==> config.mk <==
export PLATFORM = sky130hd
export DESIGN_NAME = var_sum_unit
export DESIGN_NICKNAME = d
export VERILOG_FILES = /design/src/rtl/var_sum_unit.sv
export SDC_FILE = /design/constraint.sdc
export NUM_CORES = 2
export LEC_CHECK = 0
export BUFFER_PORTS_ARGS = -buffer_cell sky130_fd_sc_hd__buf_2
export CAP_MARGIN = 25
export CELL_PAD_IN_SITES_DETAIL_PLACEMENT = 0
export CELL_PAD_IN_SITES_GLOBAL_PLACEMENT = 1
export CORE_MARGIN = 2
export CORE_UTILIZATION = 39
export DETAILED_ROUTE_END_ITERATION = 7
export GPL_TIMING_DRIVEN = 0
export PLACE_DENSITY = 0.62
export SLEW_MARGIN = 20
export SYNTH_ARGS = -nofsm -noshare
export SYNTH_HDL_FRONTEND = slang
export SYNTH_SLANG_ARGS = --single-unit
==> constraint.sdc <==
create_clock -name clk -period 9.6 [get_ports clk]
set_input_delay 1.92 -clock clk [delete_from_list [all_inputs] [get_ports clk]]
set_output_delay 1.92 -clock clk [all_outputs]
set_load 0.01 [all_outputs]
==> src/rtl/var_sum_unit.sv <==
// var_sum_unit: collects the integral-image corner values A, B, C, D for every
// core from block writes, then streams one rectangle sum (A - B - C + D) per
// core to the classifier stage.
// Optional build macro: VARSUM_DUP_CHECK_EN enables the sticky duplicate-write
// flag on err; without it err is tied low and no checking logic exists.
module var_sum_unit #(
    parameter int CORES           = 16,
    parameter int WINDOW_BLOCKING = 4,
    parameter int DATA_WIDTH      = 32,
    parameter int OFFSET_BITS     = 2,
    parameter int CORE_BITS       = 4
) (
    input  logic                                 clk,
    input  logic                                 rst_n,
    input  logic                                 start,
    input  logic                                 wr_valid,
    output logic                                 wr_ready,
    input  logic [1:0]                           wr_var,
    input  logic [OFFSET_BITS-1:0]               wr_offset,
    input  logic [WINDOW_BLOCKING-1:0]           wr_mask,
    input  logic [WINDOW_BLOCKING*DATA_WIDTH-1:0] wr_data,
    output logic                                 out_valid,
    input  logic                                 out_ready,
    output logic [CORE_BITS-1:0]                 out_core,
    output logic [DATA_WIDTH-1:0]                out_sum,
    output logic                                 busy,
    output logic                                 done,
    output logic                                 err
);

    // Four corner variables per core: 0=A, 1=B, 2=C, 3=D.
    localparam int NV = 4;
    // Drain counter runs one past the last core so "all loaded" is explicit.
    localparam logic [CORE_BITS:0]   CNT_END   = (CORE_BITS+1)'(CORES);
    localparam logic [CORE_BITS-1:0] LAST_CORE = CORE_BITS'(CORES - 1);

    typedef enum logic [1:0] {
        S_Idle,
        S_Collect,
        S_Drain,
        S_Done
    } state_t;

    state_t                  state_q, state_d;
    logic [CORES*NV-1:0]     flags_q, flags_d;
    logic [CORE_BITS:0]      cnt_q, cnt_d;
    logic                    out_valid_q, out_valid_d;
    logic [CORE_BITS-1:0]    out_core_q, out_core_d;
    logic [DATA_WIDTH-1:0]   out_sum_q, out_sum_d;
    logic                    pend_q, pend_d;

    logic                    wr_accept;
    logic                    start_clear;
    logic [CORES*NV-1:0]     set_vec;
    logic [NV*DATA_WIDTH-1:0] core_vars [CORES];
    logic [NV*DATA_WIDTH-1:0] sel_vars;
    logic [DATA_WIDTH-1:0]   sel_a, sel_b, sel_c, sel_d;

    // A start always wins over a write presented in the same cycle.
    assign wr_accept   = (state_q == S_Collect) && wr_valid && !start;
    // Cycles in which collection (re)starts and the loaded flags are wiped.
    assign start_clear = ((state_q == S_Idle) && (start || pend_q)) ||
                         (((state_q == S_Collect) || (state_q == S_Drain)) && start);

    // Per-core slot storage. Core gi can only be hit by block offset
    // gi / WINDOW_BLOCKING through lane gi % WINDOW_BLOCKING, so the write
    // decode is static per core; lanes mapping past the last core never match.
    generate
        for (genvar gi = 0; gi < CORES; gi++) begin : g_core
            localparam int EL  = gi % WINDOW_BLOCKING;
            localparam int OFS = gi / WINDOW_BLOCKING;

            logic [NV-1:0]         we;
            logic [DATA_WIDTH-1:0] slot_q [NV];

            // Decode which variable slot of this core the current write targets.
            always_comb begin
                we = '0;
                if (wr_accept && (int'(wr_offset) == OFS) && wr_mask[EL]) begin
                    we[wr_var] = 1'b1;
                end
            end

            // Variable storage carries no reset; the flags qualify its contents.
            always_ff @(posedge clk) begin
                for (int v = 0; v < NV; v++) begin
                    if (we[v]) begin
                        slot_q[v] <= wr_data[EL*DATA_WIDTH +: DATA_WIDTH];
                    end
                end
            end

            assign set_vec[gi*NV +: NV] = we;
            assign core_vars[gi] = {slot_q[3], slot_q[2], slot_q[1], slot_q[0]};
        end
    endgenerate

    // Pick the corner values of the core currently being drained.
    always_comb begin
        sel_vars = core_vars[cnt_q[CORE_BITS-1:0]];
        sel_a    = sel_vars[0*DATA_WIDTH +: DATA_WIDTH];
        sel_b    = sel_vars[1*DATA_WIDTH +: DATA_WIDTH];
        sel_c    = sel_vars[2*DATA_WIDTH +: DATA_WIDTH];
        sel_d    = sel_vars[3*DATA_WIDTH +: DATA_WIDTH];
    end

    // Next-state, flag, drain counter and output register update.
    always_comb begin
        state_d     = state_q;
        flags_d     = flags_q;
        cnt_d       = cnt_q;
        out_valid_d = out_valid_q;
        out_core_d  = out_core_q;
        out_sum_d   = out_sum_q;
        pend_d      = pend_q;

        case (state_q)
            S_Idle: begin
                if (start || pend_q) begin
                    state_d = S_Collect;
                    flags_d = '0;
                    pend_d  = 1'b0;
                end
            end

            S_Collect: begin
                if (start) begin
                    flags_d = '0;
                end else begin
                    flags_d = flags_q | set_vec;
                    if (&flags_d) begin
                        state_d = S_Drain;
                        cnt_d   = '0;
                    end
                end
            end

            S_Drain: begin
                if (start) begin
                    out_valid_d = 1'b0;
                    flags_d     = '0;
                    state_d     = S_Collect;
                end else begin
                    if (out_valid_q && out_ready) begin
                        out_valid_d = 1'b0;
                        if (out_core_q == LAST_CORE) begin
                            state_d = S_Done;
                        end
                    end
                    if ((!out_valid_q || out_ready) && (cnt_q < CNT_END)) begin
                        out_valid_d = 1'b1;
                        out_core_d  = cnt_q[CORE_BITS-1:0];
                        out_sum_d   = sel_d - sel_b - sel_c + sel_a;
                        cnt_d       = cnt_q + 1'b1;
                    end
                end
            end

            S_Done: begin
                // A start seen here is remembered and acted on from S_Idle.
                state_d = S_Idle;
                if (start) begin
                    pend_d = 1'b1;
                end
            end

            default: begin
                state_d = S_Idle;
            end
        endcase
    end

    // Control and output registers with synchronous active-low reset.
    always_ff @(posedge clk) begin
        if (!rst_n) begin
            state_q     <= S_Idle;
            flags_q     <= '0;
            cnt_q       <= '0;
            out_valid_q <= 1'b0;
            out_core_q  <= '0;
            out_sum_q   <= '0;
            pend_q      <= 1'b0;
        end else begin
            state_q     <= state_d;
            flags_q     <= flags_d;
            cnt_q       <= cnt_d;
            out_valid_q <= out_valid_d;
            out_core_q  <= out_core_d;
            out_sum_q   <= out_sum_d;
            pend_q      <= pend_d;
        end
    end

`ifdef VARSUM_DUP_CHECK_EN
    logic err_q, err_d;

    // Sticky flag: any accepted element landing on an already loaded slot.
    always_comb begin
        err_d = err_q;
        if (start_clear) begin
            err_d = 1'b0;
        end else if (wr_accept && (|(set_vec & flags_q))) begin
            err_d = 1'b1;
        end
    end

    // Duplicate flag register.
    always_ff @(posedge clk) begin
        if (!rst_n) begin
            err_q <= 1'b0;
        end else begin
            err_q <= err_d;
        end
    end

    assign err = err_q;
`else
    logic unused_clear;
    assign unused_clear = start_clear;
    assign err = 1'b0;
`endif

    assign wr_ready  = (state_q == S_Collect);
    assign busy      = (state_q == S_Collect) || (state_q == S_Drain);
    assign done      = (state_q == S_Done);
    assign out_valid = out_valid_q;
    assign out_core  = out_core_q;
    assign out_sum   = out_sum_q;

endmodule

==> key figures <==
Status
  • Outcome: finished, final reports clean

Placed design
  • Pre-CTS setup slack: 0.2810 ns
  • DP HPWL: 206.6 mm
  • RePlAce Congestion: 0.8579
  • Post-DP Area: 93750 um2
  • Port bufs: 180

Detailed routing
  • Vias per inst: 6.189
  • Met3 WL: 31.56 mm
  • M1 wire length: 118.7 mm
  • Met2 WL post-DR: 137.1 mm
  • DR DRC count: 0
  • Initial drt markers: 7244
  • Highest metal used: met5
  • DR vias: 46510
  • DR pass1 iterations: 5
  • Routed Antenna Nets: 0
  • WL final: 299.0 mm
  • Routed WL per cell: 39.79 um

Clocking
  • Hold-fix buffers at CTS: 0
  • Clock-pin slew on the worst setup and hold paths: 0.06 ns
  • Clk buf depth: 3
  • CTS tree: built
  • Post-CTS setup buffer count: 0
  • Root Buffer: clkbuf_16
  • Sink Count: 2157
  • Cts bufs inserted: 219
  • CTS H-tree depth: 4
  • Gates resized, CTS repair: 0
  • Clock Latency Late Sink: 0.87 ns

Floorplanning
  • Starting Density: 39.13%
  • Horizontal die dimension: 470.3 um
  • Die height: 470.3 um
  • Placement Rows: 171
  • Core region area: 216700 um2
  • Io pins: 182
  • Die Footprint: 221200 um2

Timing
  • Final WS setup: 0.4055 ns
  • Final hold violation count: 0
  • Worst relative slew slack: 25.86%
  • RSZ-0062 raised after global routing: no
  • Period utilization: 95.78%
  • Hold_ws: 0.4631 ns
  • Tmin final: 9.195 ns
  • Setup Skew: 0.03563 ns
  • Fmax: 108.8 MHz
  • Worst-Margin Slew: 1.112 ns
  • Final setup violation count: 0
  • Final Slew Violations: 0

Layout
  • Finished Cell Area: 100700 um2
  • Final nets: 4704
  • Fill count: 17850
  • Layout cells sized above 1: 31.88%
  • Layout area overhead: 18.79%

Global route
  • Pin count of the biggest net entering global routing: 24
  • Vias in the first global route: 45800
  • All-Layer GR Usage: 26.82%
  • Initial antenna violation count: 27
  • Total grt overflow: 0
  • First-pass GRT wire length: 400.5 mm

Worst hold path
  • Hold path start: out_sum[0]$_SDFFE_PN0P_
  • Hold path depth: 2
  • Worst Hold Path EP: out_sum[0]$_SDFFE_PN0P_
  • Hold Crit Class: flop to flop

Worst setup path
  • Critical path's top delay family: buffers and inverters
  • Crit end category: flop
  • Worst setup path startpoint: cnt_q[1]$_SDFFE_PN0P_
  • CP Class: flop to flop
  • Startpoint types: flop
  • FF-to-FF Start: cnt_q[1]$_SDFFE_PN0P_
  • Slowest cell delay on critical path: 0.81 ns
  • Critical R2R Capture: out_sum[30]$_SDFFE_PN0P_
  • CP cell instances: buf_2 -> buf_1 -> clkbuf_2 -> clkbuf_2 -> clkbuf_1 -> mux4_2 -> mux4_2 -> fa_1 -> fa_1 -> inv_1 -> ha_1 -> fa_1 -> a211oi_1 -> or3_1 -> nand3_1 -> o31ai_1 -> a31oi_1 -> a221oi_1 -> a21oi_1 -> or3_1 -> nand4_1
  • R2R setup slack: 0.41 ns
  • Required @ worst endpoint: 10.40 ns
  • Slowest CP cell: o31ai_1
  • CP Buf/Inv Count: 6
  • CP most frequent cell: fa_1
  • Worst Path Arrival: 10.00 ns
  • Worst-path maximum fanout: 10
  • R2R cell count: 21

Synthesis
  • Register area share after synthesis: 75.08%
  • EDFF count, synth: 2048
  • Synth top area cells: edfxtp_1 (73%), mux4_2 (17%), dfxtp_1 (2.6%)
  • Post-synth cell types: 72
  • Synth top cells by count: edfxtp_1 (2048), mux4_2 (637), nor2_1 (144), inv_1 (132), clkbuf_1 (125)
  • Yosys top cell by area: edfxtp_1
  • Top-count cell post-synth: edfxtp_1
  • Main synth FF type: edfxtp_1
  • Post-Syn Instances: 3875
  • Synth top area share: 72.51%
  • Synth warnings: 0
  • Ys async rst share: 0%
  • Cell Area, Synth: 84820 um2
  • Avg Inst Size Synth: 21.89 um2
  • Synthesized Nets: 4116
  • Seq cells post-synth: 2157

Power and ir drop
  • Maximum vdd drop: 0.0001524 V
  • Tot Pwr: 0.01985 W
  • Cell Pwr Density: 197.0 nW/um2
  • Leak: 31.32 nW

Run
  • Max cap viols: 0
## how the worst max path moves through the flow
| stage | to | cells after the start | slack, ns |
|---|---|---|---|
| 4_1_cts | out_sum[30]$_SDFFE_PN0P_ | 21 | 0.27 |
| 3_5_place_dp | out_sum[30]$_SDFFE_PN0P_ | 21 | 0.28 |
| 6_report | out_sum[30]$_SDFFE_PN0P_ | 21 | 0.41 |
| 3_3_place_gp | g_core[14].slot_q[1][10]$_DFFE_PP_ | 5 | -1.64 |
| 2_1_floorplan | out_sum[30]$_SDFFE_PN0P_ | 20 | 3.23 |
| 5_1_grt | out_sum[30]$_SDFFE_PN0P_ | 21 | 0.05 |
## report_power, final
group	total, W	internal [W]	switching, W
logic	0.00116	0.000375	0.000787
registers	0.0104	0.0103	0.0000396
clock network	0.00831	0.00467	0.00364
total	0.0198	0.0154	0.00447
## final cells by class
type	count	area (um2)	share of cell area [%]
antenna	13	32.53	0.03229
buffer	205	930.9	0.9240
clock buffer	286	5864	5.821
clock inverter	120	1040	1.032
inverter	132	495.5	0.4918
multi-input combinational	1380	20250	20.10
sequential	2157	63680	63.21
tap	2854	3571	3.544
timing repair buffer	368	4881	4.845
## flip-flops by register name, summed over array words and instances (netlist names)
signal         flops
cnt_q              5
pend_q             1
state_q            2
g_core.slot_q   2048
out_core           4
out_valid          1
out_sum           32
flags_q           64
## layout by cell type (no fill, tap or decap), types with 9 or more instances in the layout
| cell type | count |
|---|---|
| nand4_1 | 9 |
| o21ai_0 | 31 |
| nor2_4 | 50 |
| buf_6 | 23 |
| xnor2_1 | 17 |
| a41oi_1 | 18 |
| buf_1 | 14 |
| clkinv_1 | 50 |
| clkbuf_1 | 146 |
| edfxtp_1 | 2048 |
| inv_1 | 132 |
| nor3_1 | 12 |
| a22oi_1 | 60 |
| nor2_1 | 94 |
| buf_2 | 233 |
| ha_1 | 38 |
| buf_16 | 64 |
| clkbuf_16 | 221 |
| bufinv_16 | 14 |
| buf_12 | 96 |
| clkbuf_8 | 9 |
| and3_4 | 13 |
| fa_1 | 62 |
| clkinv_2 | 34 |
| mux4_2 | 637 |
| a21o_1 | 11 |
| buf_4 | 14 |
| nand2_1 | 73 |
| or3_1 | 10 |
| clkbuf_2 | 37 |
| dfxtp_1 | 109 |
| a211oi_1 | 15 |
| a21oi_1 | 59 |
| diode_2 | 13 |
| a31oi_1 | 20 |
| nand3_1 | 18 |
| and2_1 | 12 |
## cells by family (layout without fill, tap and decap cells)
group           Yosys count  after routing  share of synthesized area [%]
xor+xnor                 21             21                         0.2331
simple gates            343            343                          1.897
fa+ha+maj               100            100                          2.024
mux                     645            645                          17.01
other cells               1             14                       0.004421
buf+inv                 338           1111                          1.576
compound gates          270            270                          2.174
flops                  2157           2157                          75.08
## stage by stage
stage	std cells	setup TNS, ns	util (%)
final	7515	0	46.48
after global routing	7505	0	46.47
after CTS	7498	0	46.44
after detailed placement	7092	0	43.26
after global placement	6909	-63.24	41.20
after floorplan	3875	0	-
## tightest hold or removal path: stages, from the launching register on
cell and delay [ns]:
dfxtp_1 0.31, nand2_1 0.05, a21oi_1 0.05
## routing by layer
metal / global-route usage [%] / vias up
met5: 0 / -
met4: 9.331 / 18
met3: 5.870 / 558
met2: 41.09 / 3158
met1: 38.03 / 25360
li1: - / 17420
(Power assumes the default switching activity.)
